$ cat config.mk
export PLATFORM = sky130hd
export DESIGN_NAME = pd_seq_gen
export DESIGN_NICKNAME = d
export VERILOG_FILES = /design/src/rtl/pd_seq_gen.sv
export SDC_FILE = /design/constraint.sdc
export NUM_CORES = 1
export LEC_CHECK = 0
export CAP_MARGIN = 30
export CORE_MARGIN = 8
export CORE_UTILIZATION = 42
export CTS_CLUSTER_SIZE = 25
export DETAILED_ROUTE_END_ITERATION = 16
export HOLD_SLACK_MARGIN = 0.06
export PLACE_DENSITY = 0.68
export SYNTH_ARGS = -nofsm -noshare
export SYNTH_HDL_FRONTEND = slang
export SYNTH_SLANG_ARGS = --single-unit
$ cat constraint.sdc
create_clock -name clk -period 2.88 [get_ports clk]
set_clock_uncertainty 0.05 [all_clocks]
set_input_delay 0.864 -clock clk [delete_from_list [all_inputs] [get_ports clk]]
set_output_delay 0.864 -clock clk [all_outputs]
set_load 0.01 [all_outputs]
$ cat src/rtl/pd_seq_gen.sv
// ============================================================================
//  Module      : pd_seq_gen
//  Description : Streams, in ascending order, every 4-bit value in a chosen
//                number class (prime, multiple of 3, both, or either). Each
//                value is offered on a valid/ready handshake, and the block
//                counts the values accepted in each run.
//  Revision    : 1.0 - initial release
// ============================================================================
`default_nettype none

module pd_seq_gen (
    input  logic       clk,
    input  logic       rst,
    input  logic       start,
    input  logic [1:0] sel,
    input  logic       ready,
    output logic [3:0] value,
    output logic       valid,
    output logic       last,
    output logic       busy,
    output logic       done,
    output logic [4:0] count
);

    // Membership masks over the 4-bit value space: bit n set means n is a member
    localparam logic [15:0] c_prime_mask = 16'h28AC;  // 2,3,5,7,11,13
    localparam logic [15:0] c_div3_mask  = 16'h9249;  // 0,3,6,9,12,15

    localparam logic [1:0] c_sel_either = 2'b00;
    localparam logic [1:0] c_sel_prime  = 2'b01;
    localparam logic [1:0] c_sel_div3   = 2'b10;
    localparam logic [1:0] c_sel_both   = 2'b11;

    localparam logic [3:0] c_cand_max   = 4'd15;

    typedef enum logic [1:0] {
        S_IDLE    = 2'd0,
        S_SCAN    = 2'd1,
        S_PRESENT = 2'd2,
        S_DONE    = 2'd3
    } state_t;

    state_t      r_state;
    logic [3:0]  r_cand;
    logic [1:0]  r_sel_q;
    logic [3:0]  r_value;
    logic        r_valid;
    logic        r_busy;
    logic        r_done;
    logic [4:0]  r_count;

    logic [15:0] w_mask;
    logic [15:0] w_above;
    logic        w_last;

    // Class mask selected by the select code latched at the start of the run
    always_comb begin
        w_mask = c_prime_mask | c_div3_mask;
        case (r_sel_q)
            c_sel_prime:  w_mask = c_prime_mask;
            c_sel_div3:   w_mask = c_div3_mask;
            c_sel_both:   w_mask = c_prime_mask & c_div3_mask;
            c_sel_either: w_mask = c_prime_mask | c_div3_mask;
            default:      w_mask = c_prime_mask | c_div3_mask;
        endcase
    end

    // The presented value is the last member when no mask bit above cand is set
    always_comb begin
        w_above = w_mask >> r_cand;
        w_last  = r_valid && (w_above[15:1] == 15'd0);
    end

    // Generator FSM: scan candidates upward, hold each member until accepted
    always_ff @(posedge clk or posedge rst) begin
        if (rst) begin
            r_state <= S_IDLE;
            r_cand  <= 4'd0;
            r_sel_q <= 2'b00;
            r_value <= 4'd0;
            r_valid <= 1'b0;
            r_busy  <= 1'b0;
            r_done  <= 1'b0;
            r_count <= 5'd0;
        end else begin
            case (r_state)
                S_IDLE: begin
                    r_done <= 1'b0;
                    if (start) begin
                        r_sel_q <= sel;
                        r_cand  <= 4'd0;
                        r_count <= 5'd0;
                        r_busy  <= 1'b1;
                        r_state <= S_SCAN;
                    end
                end
                S_SCAN: begin
                    if (w_mask[r_cand]) begin
                        r_value <= r_cand;
                        r_valid <= 1'b1;
                        r_state <= S_PRESENT;
                    end else if (r_cand == c_cand_max) begin
                        r_done  <= 1'b1;
                        r_state <= S_DONE;
                    end else begin
                        r_cand  <= r_cand + 4'd1;
                    end
                end
                S_PRESENT: begin
                    // valid is always high here, so ready alone completes the handshake
                    if (ready) begin
                        r_valid <= 1'b0;
                        r_count <= r_count + 5'd1;
                        if (r_cand == c_cand_max) begin
                            r_done  <= 1'b1;
                            r_state <= S_DONE;
                        end else begin
                            r_cand  <= r_cand + 4'd1;
                            r_state <= S_SCAN;
                        end
                    end
                end
                S_DONE: begin
                    // start is deliberately not sampled here; a run begins only from IDLE
                    r_done  <= 1'b0;
                    r_busy  <= 1'b0;
                    r_state <= S_IDLE;
                end
                default: begin
                    r_valid <= 1'b0;
                    r_busy  <= 1'b0;
                    r_done  <= 1'b0;
                    r_state <= S_IDLE;
                end
            endcase
        end
    end

    assign value = r_value;
    assign valid = r_valid;
    assign last  = w_last;
    assign busy  = r_busy;
    assign done  = r_done;
    assign count = r_count;

endmodule

`default_nettype wire

After elaboration in Yosys (flattened, before gate mapping)

Index checks and enable logic that the tools add are counted.

$add $sub $neg: 2
Order comparisons: 1
Reductions and logical operators: 17
Mux-type cells: 26
Shifts and indexed selects: 1
Eq/ne operators: 12

Operators with widths:

| cell                                                | count |
|---|---|
| case mux 16 bit (4 select lines)                    | 1 |
| two-way mux 4 bit                                   | 4 |
| >> shifter 16 x 4 -> 16 bit                         | 1 |
| zero test 15 bit                                    | 1 |
| case mux 4 bit (3 select lines)                     | 1 |
| two-way mux 2 bit                                   | 5 |
| two-way mux 5 bit                                   | 2 |
| case mux 5 bit (2 select lines)                     | 1 |
| AND reduction 3 bit                                 | 3 |
| equality test 2 bit, second input constant          | 4 |
| inequality test 2 bit, second input constant        | 4 |
| case mux 2 bit (4 select lines)                     | 1 |
| AND reduction 2 bit                                 | 4 |
| two-way mux 1 bit                                   | 7 |
| nonzero test 2 bit                                  | 3 |
| adder 5 x 1 -> 5 bit, second input constant         | 1 |
| < comparator 4 x 5 -> 1 bit, second input constant  | 1 |
| adder 4 x 1 -> 4 bit, second input constant         | 1 |
| binary-select mux 1 bit (select 4 bit)              | 1 |
| equality test 2 x 1 -> 1 bit, second input constant | 2 |
| equality test 4 bit, second input constant          | 1 |
| zero test 2 bit                                     | 2 |
| case mux 1 bit (2 select lines)                     | 2 |
| AND reduction 4 bit                                 | 1 |
| other kinds (5)                                     | 5 |

Bits in registers: 20
Input port bits: 6
Word-level logic and storage cells: 67

Logic depth before layout (Yosys ltp)

Depth after elaboration: 6
Mapped depth: 7
Depth with buffers taken out: 7

Least setup slack after synthesis

No wires, ideal clock.

Path kind: register -> output
Start: register r_cand[2]
End: output port last
Path buffers: 1
Cell stages (with the launch flop): 6
Data arrival time: 1101 ps
Slack: 865 ps
Cells stage by stage: dfrtp_1 buf_2 and3_1 o21ai_0 o21ai_0 o211a_1

Cells in the longest elaborated chain, start to end: 3

RTL lines:

| what                        | RTL line | text |
|---|---|---|
| from (decl)                 | 44       | `logic [3:0] r_cand;` |
| from (signal assigned)      | 106      | `r_cand <= r_cand + 4'd1;` |
| from (signal assigned)      | 118      | `r_cand <= r_cand + 4'd1;` |
| >> shifter 16 x 4 -> 16 bit | 70       | `w_above = w_mask >> r_cand;` |
| zero test 15 bit            | 71       | `w_last = r_valid && (w_above[15:1] == 15'd0);` |
| logical AND 1 bit           | 71       |  |
| to (decl)                   | 19       | `output logic last,` |

No other way between the ends.

Final worst setup path

Same ends and word-level chain as after synthesis.

==> results.md <==
- Setup violators final: 0
- Post-DP Area: 1431 um^2
- Antenna violations before repair: 0
- WP data required: 1.97 ns
- GPL Wtd Cong: 0.8233
- Vias per cell: 5.739
- DRC Markers: 0
- Iteration-0 DRC count of the detailed router: 45
- Routed Antenna Nets: 0
- Switching share of power: 0.4024
- Post-Syn Area: 1234 um^2
- Worst min path class: register to register
- Cell at the root of the clock tree: clkbuf_4
- Commonest non-fill, non-tap cell in the layout: dfrtp_1
- Final Instance Area: 1489 um^2
- Vias in the first global route: 987
- Syn nets: 138
- Hold Fails Final Rpt: 0
- Clock buffer depth: 2
- Vias: 1010
- Syn Area/Cell: 9.791 um^2
- Die H: 70.20 um
- Setup crit end kind: primary output
- Final Cycle Share: 0.8385
- Post-Syn Instances: 126
- Number of hold buffers added after CTS: 0
- Congestion Overflow GR: 0
- Status: complete, no violations
- Commonest non-fill, non-tap cells in the layout: dfrtp_1, clkdlybuf4s50_1, o21ai_0
- Slew @ Worst Pin: 0.7467 ns
- Clk pwr share: 0.154
- Share of post-route cells with drive strength above 1: 0.1310
- Std-Cell Rows: 19
- Clock sinks: 20
- Fmax: 0.4141 GHz
- Int Power: 0.0008816 W
- Yosys Warn Count: 0
- Layout overhead on the synthesized area: 20.69%
- Largest net degree at the start of global routing: 21
- RSZ-0062 raised after global routing: no
- CTS clk-pin slew, worst paths: 0.11 ns
- Die Area: 4927 um^2
- Power density over the cells: 990.8 nW/um^2
- Synth Register Bits: 20
- NumNets Final: 158
- Worst skew pair latency: 0.30 ns
- Post-route setup TNS: 0 ns
- Slew Limit Fails: 0
- Logic pwr share: 0.540
- Detail Placement HPWL: 2.109 mm
- Die X: 70.20 um
- Crit Path Class: register to primary output
- Avg WL per Cell: 15.47 um
- Starting Density: 0.4435
- Core Area: 2781 um^2
- H-tree levels: 1
- Total GRT Usage: 0.1154
- # IOs: 19
- Switching pwr: 0.0005936 W
- Worst slew margin: 0.5016
- Num CTS Buffers: 3
- Crit-path max FO: 6
- First-pass GRT wire length: 4.747 mm
- First-pass DRT Iterations: 4
- Max_cap viols: 0
- Fillcell total: 244
- Worst hold margin: 0.4540 ns
- Crit path time final: 2.415 ns
- Peak VDD IR: 0.0007620 V
- Flop pwr share: 0.306
- Startpoint Class: register
- CTS tree: built
- Post-synthesis sequential area ratio: 0.4057
- P_leak: 0.6797 nW
- Antenna cell count: 0
- Total wire length: 2.723 mm
- Post-synth cell types: 40
- I/O Buffers: 18
- CP arrival: 1.50 ns
[layer usage]
metal	GRT usage	share of wire
met1	0.1408	0.48
met3	0.04520	0.048
met5	0	0
met4	0.02679	0.0070
met2	0.1858	0.47
[power groups by stage]
stage	sequential (W)	combinational [W]	clock, W
CTS	0.000452	0.000799	0.000233
global route	0.000465	0.000886	0.000244
finish	0.000452	0.000797	0.000227
detailed placement	0.000457	0.000795	0
global placement	0.000450	0.000767	0
floorplan	0.000452	0.000575	0
[cell usage after synthesis (all sizes together)]
cell type / n / area [um^2]
nand2b: 3 / 18.77
a21bo: 1 / 10.01
o211ai: 2 / 15.01
nand3b: 2 / 15.01
o2bb2a: 1 / 10.01
nand2: 12 / 47.55
dfrtp: 20 / 500.5
a41oi: 1 / 16.27
a32o: 3 / 30.03
mux2i: 2 / 20.02
a21oi: 4 / 20.02
nor3: 3 / 15.01
o2bb2ai: 2 / 17.52
clkbuf: 1 / 3.750
o21ai: 13 / 65.06
nor2: 5 / 21.27
buf: 5 / 40.04
a31o: 1 / 8.760
and4bb: 1 / 12.51
a22o: 1 / 8.760
a31oi: 3 / 18.77
o21bai: 1 / 7.510
o31ai: 1 / 7.510
inv: 9 / 33.78
nand4: 3 / 18.77
nor2b: 2 / 12.51
and2: 1 / 6.260
mux2: 5 / 67.56
ha: 6 / 75.07
o211a: 1 / 10.01
nand3: 4 / 20.02
a211oi: 1 / 12.51
and3: 2 / 12.51
o2111ai: 2 / 17.52
xnor2: 2 / 17.52
[final timing paths]
path                            startpoint         to  slack (ns)  cells after the start
worst max-delay path             r_cand[2]       last        0.47                      5
worst max register to register  r_state[0]  r_cand[0]        0.80                      7
worst min register to register        busy       busy        0.45                      2
max in group asynchronous              rst  r_cand[3]        1.34                      2
worst min-delay path                  busy       busy        0.45                      2
min in group asynchronous              rst   count[3]        0.92                      2
[state kept, by name (all words and copies together) (netlist names)]
name and count:
busy 1, count 5, done 1, r_cand 4, r_sel_q 2, r_state 2, valid 1, value 4
[cells by family after synthesis]
family | Yosys count | synth area share
simple gates | 38 | 0.1623
fa+ha+maj | 6 | 0.06085
flops | 20 | 0.4057
compound gates | 38 | 0.2231
mux | 7 | 0.07099
buf+inv | 15 | 0.06288
xor+xnor | 2 | 0.01420
[repair_timing]
item,CTS,global route
hold endpoints to repair,0,0
endpoints found under the setup margin,0,1
setup buffers,0,0
gates resized for setup,0,3
[critical path: stages (launching register included)]
cell,delay [ns]
dfrtp_2,0.46
and3_1,0.21
o21ai_0,0.14
o21ai_0,0.10
o211a_1,0.12
dlymetal6s2s_1,0.16
[final cells by class]
class / instances / area, um^2 / share of cell area
multi-input cells: 91 / 655.6 / 0.4403
flip-flops and latches: 20 / 503.0 / 0.3378
repair buffers: 21 / 205.2 / 0.1378
well taps: 31 / 38.79 / 0.02605
inverters: 9 / 33.78 / 0.02269
clock inverters: 1 / 30.03 / 0.02017
clock buffers: 3 / 22.52 / 0.01513
[per-stage QoR]
stage	setup WS, ns	util	std cells	total power (W)
final	0.4650	0.5353	176	0.001475
after global routing	0.3141	0.5353	176	0.001595
after CTS	0.06568	0.5335	176	0.001484
after detailed placement	0.2181	0.5146	172	0.001252
after global placement	0.3003	0.5146	172	0.001217
after floorplan	0.8647	-	126	0.001027
Power figures use the tool's default switching activity.
